`src/rtl/riscv_pkg.sv`:
```
// rtl/riscv_pkg.sv - RV32I opcode constants and instruction-format classification shared with the decoder
package riscv_pkg;

  localparam logic [6:0] OP_R      = 7'b0110011;
  localparam logic [6:0] OP_IMM    = 7'b0010011;
  localparam logic [6:0] OP_LOAD   = 7'b0000011;
  localparam logic [6:0] OP_JALR   = 7'b1100111;
  localparam logic [6:0] OP_SYSTEM = 7'b1110011;
  localparam logic [6:0] OP_STORE  = 7'b0100011;
  localparam logic [6:0] OP_BRANCH = 7'b1100011;
  localparam logic [6:0] OP_LUI    = 7'b0110111;
  localparam logic [6:0] OP_AUIPC  = 7'b0010111;
  localparam logic [6:0] OP_JAL    = 7'b1101111;

  typedef enum logic [2:0] {
    FMT_R,
    FMT_I,
    FMT_S,
    FMT_B,
    FMT_U,
    FMT_J,
    FMT_ILLEGAL
  } fmt_e;

  function automatic fmt_e fmt_of(input logic [6:0] op);
    fmt_e f;
    case (op)
      OP_R:                                 f = FMT_R;
      OP_IMM, OP_LOAD, OP_JALR, OP_SYSTEM:  f = FMT_I;
      OP_STORE:                             f = FMT_S;
      OP_BRANCH:                            f = FMT_B;
      OP_LUI, OP_AUIPC:                     f = FMT_U;
      OP_JAL:                               f = FMT_J;
      default:                              f = FMT_ILLEGAL;
    endcase
    return f;
  endfunction

endpackage

```
`src/rtl/instr_fifo.sv`:
```
// rtl/instr_fifo.sv - synchronous FIFO of {machine_code, address} with full/empty flags
module instr_fifo #(
  parameter int DEPTH = 2,
  parameter int W     = 44
) (
  input  logic         clk,
  input  logic         rst_n,
  input  logic         push,
  input  logic [W-1:0] wdata,
  input  logic         pop,
  output logic [W-1:0] rdata,
  output logic         full,
  output logic         empty
);

  localparam int PW = $clog2(DEPTH);
  localparam logic [PW:0] FULL_CNT = (PW+1)'(DEPTH);

  logic [W-1:0]  mem_q [DEPTH];
  logic [W-1:0]  mem_d [DEPTH];
  logic [PW-1:0] wr_ptr_q, wr_ptr_d;
  logic [PW-1:0] rd_ptr_q, rd_ptr_d;
  logic [PW:0]   count_q, count_d;
  logic          push_ok, pop_ok;

  assign full    = (count_q == FULL_CNT);
  assign empty   = (count_q == '0);
  assign push_ok = push && !full;
  assign pop_ok  = pop && !empty;
  assign rdata   = mem_q[rd_ptr_q];

  always_comb begin
    mem_d    = mem_q;
    wr_ptr_d = wr_ptr_q;
    rd_ptr_d = rd_ptr_q;
    count_d  = count_q;
    if (push_ok) begin
      mem_d[wr_ptr_q] = wdata;
      wr_ptr_d        = wr_ptr_q + 1'b1;
    end
    if (pop_ok) begin
      rd_ptr_d = rd_ptr_q + 1'b1;
    end
    case ({push_ok, pop_ok})
      2'b10:   count_d = count_q + 1'b1;
      2'b01:   count_d = count_q - 1'b1;
      default: count_d = count_q;
    endcase
  end

  // Storage is cleared on reset so the head reads as zero while empty.
  always_ff @(posedge clk or negedge rst_n) begin
    if (!rst_n) begin
      for (int i = 0; i < DEPTH; i++) mem_q[i] <= '0;
      wr_ptr_q <= '0;
      rd_ptr_q <= '0;
      count_q  <= '0;
    end else begin
      mem_q    <= mem_d;
      wr_ptr_q <= wr_ptr_d;
      rd_ptr_q <= rd_ptr_d;
      count_q  <= count_d;
    end
  end

endmodule

```
`src/rtl/instr_encoder.sv`:
```
// rtl/instr_encoder.sv - RV32I field-bundle to machine-code encoder with addressed output FIFO
// Optional immediate range checking is enabled by defining IMM_RANGE_CHECK_EN.
module instr_encoder
  import riscv_pkg::*;
#(
  parameter int                DEPTH     = 2,
  parameter int                ADDR_W    = 12,
  parameter logic [ADDR_W-1:0] BASE_ADDR = '0
) (
  input  logic              clk,
  input  logic              rst_n,
  input  logic              in_valid,
  output logic              in_ready,
  input  logic [6:0]        opcode,
  input  logic [4:0]        rd,
  input  logic [4:0]        rs1,
  input  logic [4:0]        rs2,
  input  logic [2:0]        funct3,
  input  logic [6:0]        funct7,
  input  logic [31:0]       imm,
  input  logic              addr_clr,
  output logic              out_valid,
  input  logic              out_ready,
  output logic [31:0]       machine_code,
  output logic [ADDR_W-1:0] out_addr,
  output logic              err,
  output logic [7:0]        err_cnt
);

  fmt_e              fmt;
  logic [31:0]       code;
  logic              legal;
  logic              accept, push, pop;
  logic              full, empty;
  logic [ADDR_W-1:0] word_addr;

  logic              init_q, init_d;
  logic [ADDR_W-1:0] addr_q, addr_d;
  logic              err_q, err_d;
  logic [7:0]        err_cnt_q, err_cnt_d;

  always_comb begin
    fmt   = fmt_of(opcode);
    legal = (fmt != FMT_ILLEGAL);
    case (fmt)
      FMT_R:   code = {funct7, rs2, rs1, funct3, rd, opcode};
      FMT_I:   code = {imm[11:0], rs1, funct3, rd, opcode};
      FMT_S:   code = {imm[11:5], rs2, rs1, funct3, imm[4:0], opcode};
      FMT_B:   code = {imm[12], imm[10:5], rs2, rs1, funct3, imm[4:1], imm[11], opcode};
      FMT_U:   code = {imm[31:12], rd, opcode};
      FMT_J:   code = {imm[20], imm[10:1], imm[11], imm[19:12], rd, opcode};
      default: code = '0;
    endcase
`ifdef IMM_RANGE_CHECK_EN
    // Legal when every bit above the field's sign bit replicates it.
    case (fmt)
      FMT_I, FMT_S: legal = (imm[31:11] == {21{imm[31]}});
      FMT_B:        legal = (imm[31:12] == {20{imm[31]}}) && !imm[0];
      FMT_J:        legal = (imm[31:20] == {12{imm[31]}}) && !imm[0];
      FMT_U:        legal = (imm[11:0] == 12'h000);
      default:      legal = legal;
    endcase
`endif
  end

  assign in_ready  = init_q && !full;
  assign out_valid = !empty;
  assign accept    = in_valid && in_ready;
  assign push      = accept && legal;
  assign pop       = out_valid && out_ready;
  assign word_addr = addr_clr ? BASE_ADDR : addr_q;
  assign err       = err_q;
  assign err_cnt   = err_cnt_q;

  always_comb begin
    init_d    = 1'b1;
    addr_d    = addr_q;
    err_d     = accept && !legal;
    err_cnt_d = err_cnt_q;
    if (push) begin
      addr_d = word_addr + ADDR_W'(4);
    end else if (addr_clr) begin
      addr_d = BASE_ADDR;
    end
    if (err_d && (err_cnt_q != 8'hFF)) begin
      err_cnt_d = err_cnt_q + 8'd1;
    end
  end

  always_ff @(posedge clk or negedge rst_n) begin
    if (!rst_n) begin
      init_q    <= 1'b0;
      addr_q    <= BASE_ADDR;
      err_q     <= 1'b0;
      err_cnt_q <= 8'h00;
    end else begin
      init_q    <= init_d;
      addr_q    <= addr_d;
      err_q     <= err_d;
      err_cnt_q <= err_cnt_d;
    end
  end

  instr_fifo #(
    .DEPTH (DEPTH),
    .W     (32 + ADDR_W)
  ) u_fifo (
    .clk   (clk),
    .rst_n (rst_n),
    .push  (push),
    .wdata ({code, word_addr}),
    .pop   (pop),
    .rdata ({machine_code, out_addr}),
    .full  (full),
    .empty (empty)
  );

endmodule

```
`config.mk`:
```
export PLATFORM = sky130hd
export DESIGN_NAME = instr_encoder
export DESIGN_NICKNAME = d
export VERILOG_FILES = /design/src/rtl/riscv_pkg.sv /design/src/rtl/instr_fifo.sv /design/src/rtl/instr_encoder.sv
export SDC_FILE = /design/constraint.sdc
export NUM_CORES = 1
export LEC_CHECK = 0
export BUFFER_PORTS_ARGS = -buffer_cell sky130_fd_sc_hd__buf_2
export CAP_MARGIN = 15
export CORE_MARGIN = 5
export CORE_UTILIZATION = 45
export DETAILED_ROUTE_END_ITERATION = 8
export PLACE_DENSITY = 0.7
export RECOVER_POWER = 25
export SLEW_MARGIN = 30
export SYNTH_ARGS = -nofsm -noshare
export SYNTH_HDL_FRONTEND = slang
export SYNTH_SLANG_ARGS = --single-unit
```
`constraint.sdc`:
```
create_clock -name clk -period 3.5 [get_ports clk]
set_input_delay 0.525 -clock clk [delete_from_list [all_inputs] [get_ports clk]]
set_output_delay 0.525 -clock clk [all_outputs]
set_load 0.02 [all_outputs]
```
### Word level (Yosys, flattened, before mapping)

Index checks and enable logic that the tools add are counted.

* bits in registers: 114
* bits in latches: 0
* RAM bits: 0
* memory bits (read-only): 0
* input bits: 69
* output and inout bits: 55
* word-level logic and storage cells: 68
* memories: 0

* $add $sub $neg: 6
* multipliers: 0
* divide/modulo/power cells: 0
* $lt $le $gt $ge: 3
* equality and inequality tests: 20
* shift-type cells: 0
* multiplexer cells: 11
* bitwise logic cells: 2
* reductions and logical operators: 17

Operator list (count)
* $pmux W32 S6: 1
* $mux W44: 4
* $bwmux W88: 1
* $demux W44 S1: 1
* $eq A7 B7 Y1 const B: 4
* $mux W12: 2
* $eq A7 B6 Y1 const B: 3
* $pmux W3 S6: 1
* $eq A7 B5 Y1 const B: 2
* $add A12 B3 Y12 const B: 1
* $logic_and A1 B1 Y1: 9
* $add A8 B1 Y8 const B: 1
* $ne A8 B8 Y1 const B: 1
* $eq A7 B2 Y1 const B: 1
* $eq A3 B2 Y1 const B: 2
* $eq A3 B3 Y1 const B: 2
* $eq A2 B2 Y1 const B: 2
* $ge A2 B2 Y1 const B: 2
* $not A1 Y2: 2
* $pmux W2 S2: 1
* $reduce_or A4 Y1: 1
* $eq A3 B1 Y1 const B: 1
* $logic_not A1 Y1: 3
* $logic_not A3 Y1: 1
* other kinds (9): 10

### Depth between registers and ports, before layout

* depth after elaboration: 8
* mapped depth: 14
* gate-level depth less buffers: 11

### By module

From an unflattened synthesis, not the netlist that was laid out.

* cells, all modules: 455
* area total of the unflattened synthesis: 5745.5 sq um

Modules (own cells, without submodules)
* instr_fifo: times used 1, cells each 252, area each 3990.1 sq um, seq. area each 2302.2 sq um
* instr_encoder: times used 1, cells each 203, area each 1755.4 sq um, seq. area each 550.5 sq um

### Least setup slack after synthesis

Ideal clock, no wire load.

* kind: input to register
* from: input port opcode[3]
* to: register u_fifo.mem_q[81] (netlist bit)
* setup time: 121 ps
* arrival: 2709 ps
* data required time: 3379 ps
* slack: 670 ps
* cell stages on the path: 11
* buffers on the path: 4
* cell sequence: buf_2 > nor2_1 > and3_1 > clkbuf_1 > clkinv_1 > ha_1 > o41a_4 > buf_6 > nor2b_4 > buf_6 > a22o_1

* cells in the longest elaborated chain, start to end: 6
* elaborated cells on any way between the ends: 24
* classes of those cells: eq/ne (16); mux (3); reduce/logical (5)

Ends and longest elaborated chain
* from (decl): RTL line instr_encoder.sv:14 `input logic [6:0] opcode,`
* $eq A7 B5 Y1, or another cell as far along: RTL line riscv_pkg.sv:27 `case (op)`
* $reduce_or A4 Y1 or $reduce_or A2 Y1 (tied branches): RTL line riscv_pkg.sv:27
* $pmux W3 S6 (*): RTL line riscv_pkg.sv:27
* $eq A3 B3 Y1, or another cell as far along: RTL line instr_encoder.sv:45 `case (fmt)`
* $pmux W32 S6 or $logic_and A1 B1 Y1 (tied branches): RTL line instr_encoder.sv:45, instr_encoder.sv:69
* $bwmux W88 or $logic_and A1 B1 Y1 (tied branches): RTL line instr_fifo.sv:38, instr_fifo.sv:28
* to (signal assigned): RTL line instr_fifo.sv:59 `mem_q <= mem_d;`
* to (decl): RTL line instr_fifo.sv:19 `logic [W-1:0] mem_q [DEPTH];`

Mark *: on every way between the ends. The rest lies on a longest branch, timed or not.
A chain may end at the register's enable or synchronous reset.

### Worst setup path after layout

* from: input port opcode[5]
* to: register u_fifo.mem_q[65] (netlist bit)

The elaborated chain is that of the path after synthesis.

==> results.md <==
- Status: finished with violations
- Failing checks: max-capacitance violations, max-slew violations
- Post-synth EDFFs: 0
- Vias in the first global route: 4781
- Max-slew headroom: -17.2%
- Count of hold-fix buffers inserted at cts: 0
- Initial antenna violation count: 0
- CP max stage delay: 0.32 ns
- Commonest cells after routing, fill and taps aside: 122 x buf_2, 113 x dfrtp_1, 98 x nand2_1, 73 x o21ai_0, 47 x mux2_2
- Syn Nets: 635
- Critical path peak fanout: 36
- Area Growth Syn to Fin: 23.2%
- Post-synthesis sequential area ratio: 49.1%
- Worst skew pair latency: 0.42 ns
- Largest net degree at the start of global routing: 73
- Worst path most repeated cell: nand2b_4
- YS warnings: 0
- CTS H-tree depth: 4
- Number of max-cap violations: 1
- Clock-pin slew on the worst setup and hold paths: 0.05 ns
- Vias: 4649
- Num ports: 124
- Mapped Avg Cell Area: 10.3 um^2
- Row cnt: 41
- Commonest non-fill, non-tap cell in the layout: buf_2
- DIE HEIGHT: 124 um
- Remaining Overflow, GRT: 0
- DIE AREA: 15300 um^2
- Worst Tran Pin Value: 1.76 ns
- Slew Limit Fails: 73
- Skew final: 0.0109 ns
- Crit path arrival time: 3.07 ns
- GRT Overall Usage: 20.6%
- Clock power frac: 45.7%
- Final worst slack: 0.754 ns
- Worst EP required: 3.82 ns
- Residual DRC count: 0
- Critical path class: input pin to flop
- # setup viols final: 0
- DRT Pass-1 Iters: 5
- Sum Neg Setup Slack: 0 ns
- Reg power frac: 38.9%
- Total Wirelength: 15100 um
- Tmin final: 2.75 ns
- Routed length per instance: 17.4 um
- Count of state elements after synthesis: 114
- VDD IR max: 0.412 mV
- Core area: 12600 um^2
- Element type at the critical path end: flop
- # clock sinks: 114
- Post-synthesis cell area: 5810 um^2
- Worst path slowest cell: nand2b_4
- IO buf count: 123
- First-pass GRT wire length: 24200 um
- Crit path launch type: input pin
- RSZ-0062 raised after global routing: false
- Combinational share of power: 15.3%
- Initial Util: 46.0%
- Int Pwr: 2.87 mW
- Fin nets: 752
- Synth Flop Type: dfrtp_1
- Bufs on Longest Clock Path: 2
- TritonCTS Buffers: 17
- Via density: 5.38
- CTS resizes: 0
- Net switching power: 1.05 mW
- Routability-driven placement congestion ratio: 0.900
- Initial DRC Count: 371
- Mapped Cells: 562
- Setup bufs post-CTS: 0
- Root buf cell: clkbuf_16
- Die X: 124 um
- Dpl hpwl: 10600 um
- Period utilisation layout: 78.5%
- Final Hold Fails: 0
- Layout cells sized above 1: 32.8%
- Routed Antenna Nets: 0
- Worst-path cell chain: buf_2 -> nor2b_2 -> and3_1 -> clkinv_1 -> ha_1 -> o31a_1 -> a21oi_4 -> nand2b_4 -> nand2b_4 -> o21ai_0
- Synth unique cells: 61
- Pwr dens: 547 nW/um^2
- Ys async rst share: 100%
- CTS tree: built
- Leak: 3.63 nW
- N_diodes: 0
- Type of the most critical hold path: input pin to flop
- Sw frac: 26.8%
- Dpl ws: 0.354 ns
- FMAX: 364 MHz
## per-layer routing
layer	routed length, um	vias to the layer above	part of all wire [%]	global-route usage [%]
li1	-	2213	-	-
met1	6540	2243	43	27.3
met5	0	-	0	0
met3	951	30	6.3	5.59
met2	7290	163	48	32.3
met4	301	0	2.0	8.30
## registers in the layout, summed over array words and instances (netlist names)
register and count:
u_fifo.mem_q 88, addr_q 12, err_cnt 8, u_fifo.count_q 2, err 1, init_q 1, u_fifo.rd_ptr_q 1, u_fifo.wr_ptr_q 1
## critical path: cells and delay by family
| family | cells | cell delay, ns |
|---|---|---|
| buffers and inverters | 2 | 0.46 |
| adder cells (fa/ha/maj) | 1 | 0.27 |
| AND/OR/NAND/NOR | 4 | 1.14 |
| AO/OA/AOI/OAI | 3 | 0.66 |
## cells in the mapped netlist (6+ instances only)
cell type,number,area share (%)
a21oi_1,8,0.69
a22o_1,20,3.0
and2_1,6,0.65
and3_1,6,0.65
buf_2,9,0.78
clkbuf_1,14,0.90
dfrtp_1,114,49
inv_1,10,0.65
mux2_2,47,9.1
mux2i_1,22,3.8
nand2_1,98,6.3
nand2b_1,12,1.3
nand4_1,7,0.75
nor2_1,16,1.0
o21ai_0,73,6.3
o21ai_1,10,0.86
xnor2_1,11,1.7
xor2_1,8,1.2
## final timing paths
check,slack (ns),from,endpoint,cells past startpoint
max,0.75,opcode[5],u_fifo.mem_q[65],10
min,0.40,rs1[2],u_fifo.mem_q[29],3
max reg2reg,1.18,u_fifo.count_q[0],u_fifo.mem_q[65],5
min reg2reg,0.47,u_fifo.mem_q[71],u_fifo.mem_q[71],2
max in group asynchronous,1.74,rst_n,u_fifo.rd_ptr_q,1
min in group asynchronous,0.57,rst_n,u_fifo.mem_q[49],1
## through the flow
step                      total power, mW  instance area [um^2]  instances  hold slack [ns]  util (%)
after floorplan                      1.92                  5810        562            0.229         -
after CTS                            3.95                  7160        864            0.263      56.7
final                                3.91                  7160        864            0.401      56.7
after global routing                 4.06                  7160        864            0.434      56.7
after detailed placement             2.15                  6550        832            0.465      51.9
after global placement               2.14                  6550        832            0.455      51.9
## layout make-up
| cell class | instances | area (um^2) |
|---|---|---|
| Fill cell | 1114 | 5460 |
| Sequential cell | 114 | 2850 |
| Inverter | 11 | 41.3 |
| Clock buffer | 21 | 450 |
| Multi-Input combinational cell | 402 | 2720 |
| Clock inverter | 11 | 160 |
| Timing Repair Buffer | 133 | 716 |
| Tap cell | 172 | 215 |
## power by group through the flow
stage | logic (mW) | registers, mW | clock network (mW)
2_1_floorplan | 0.409 | 1.51 | 0
6_report | 0.600 | 1.52 | 1.79
4_1_cts | 0.606 | 1.52 | 1.82
3_5_place_dp | 0.603 | 1.55 | 0
3_3_place_gp | 0.595 | 1.54 | 0
5_1_grt | 0.648 | 1.54 | 1.88
## logic make-up after synthesis
family / count (synthesis) / share of synthesized area (%)
AND/OR/NAND/NOR: 175 / 15.5
AO/OA/AOI/OAI: 134 / 14.6
flip-flops: 114 / 49.1
multiplexers: 69 / 12.9
buffers and inverters: 46 / 4.07
XOR/XNOR: 19 / 2.86
adder cells (fa/ha/maj): 4 / 0.861
other: 1 / 0.0645
Power figures use the tool's default switching activity.
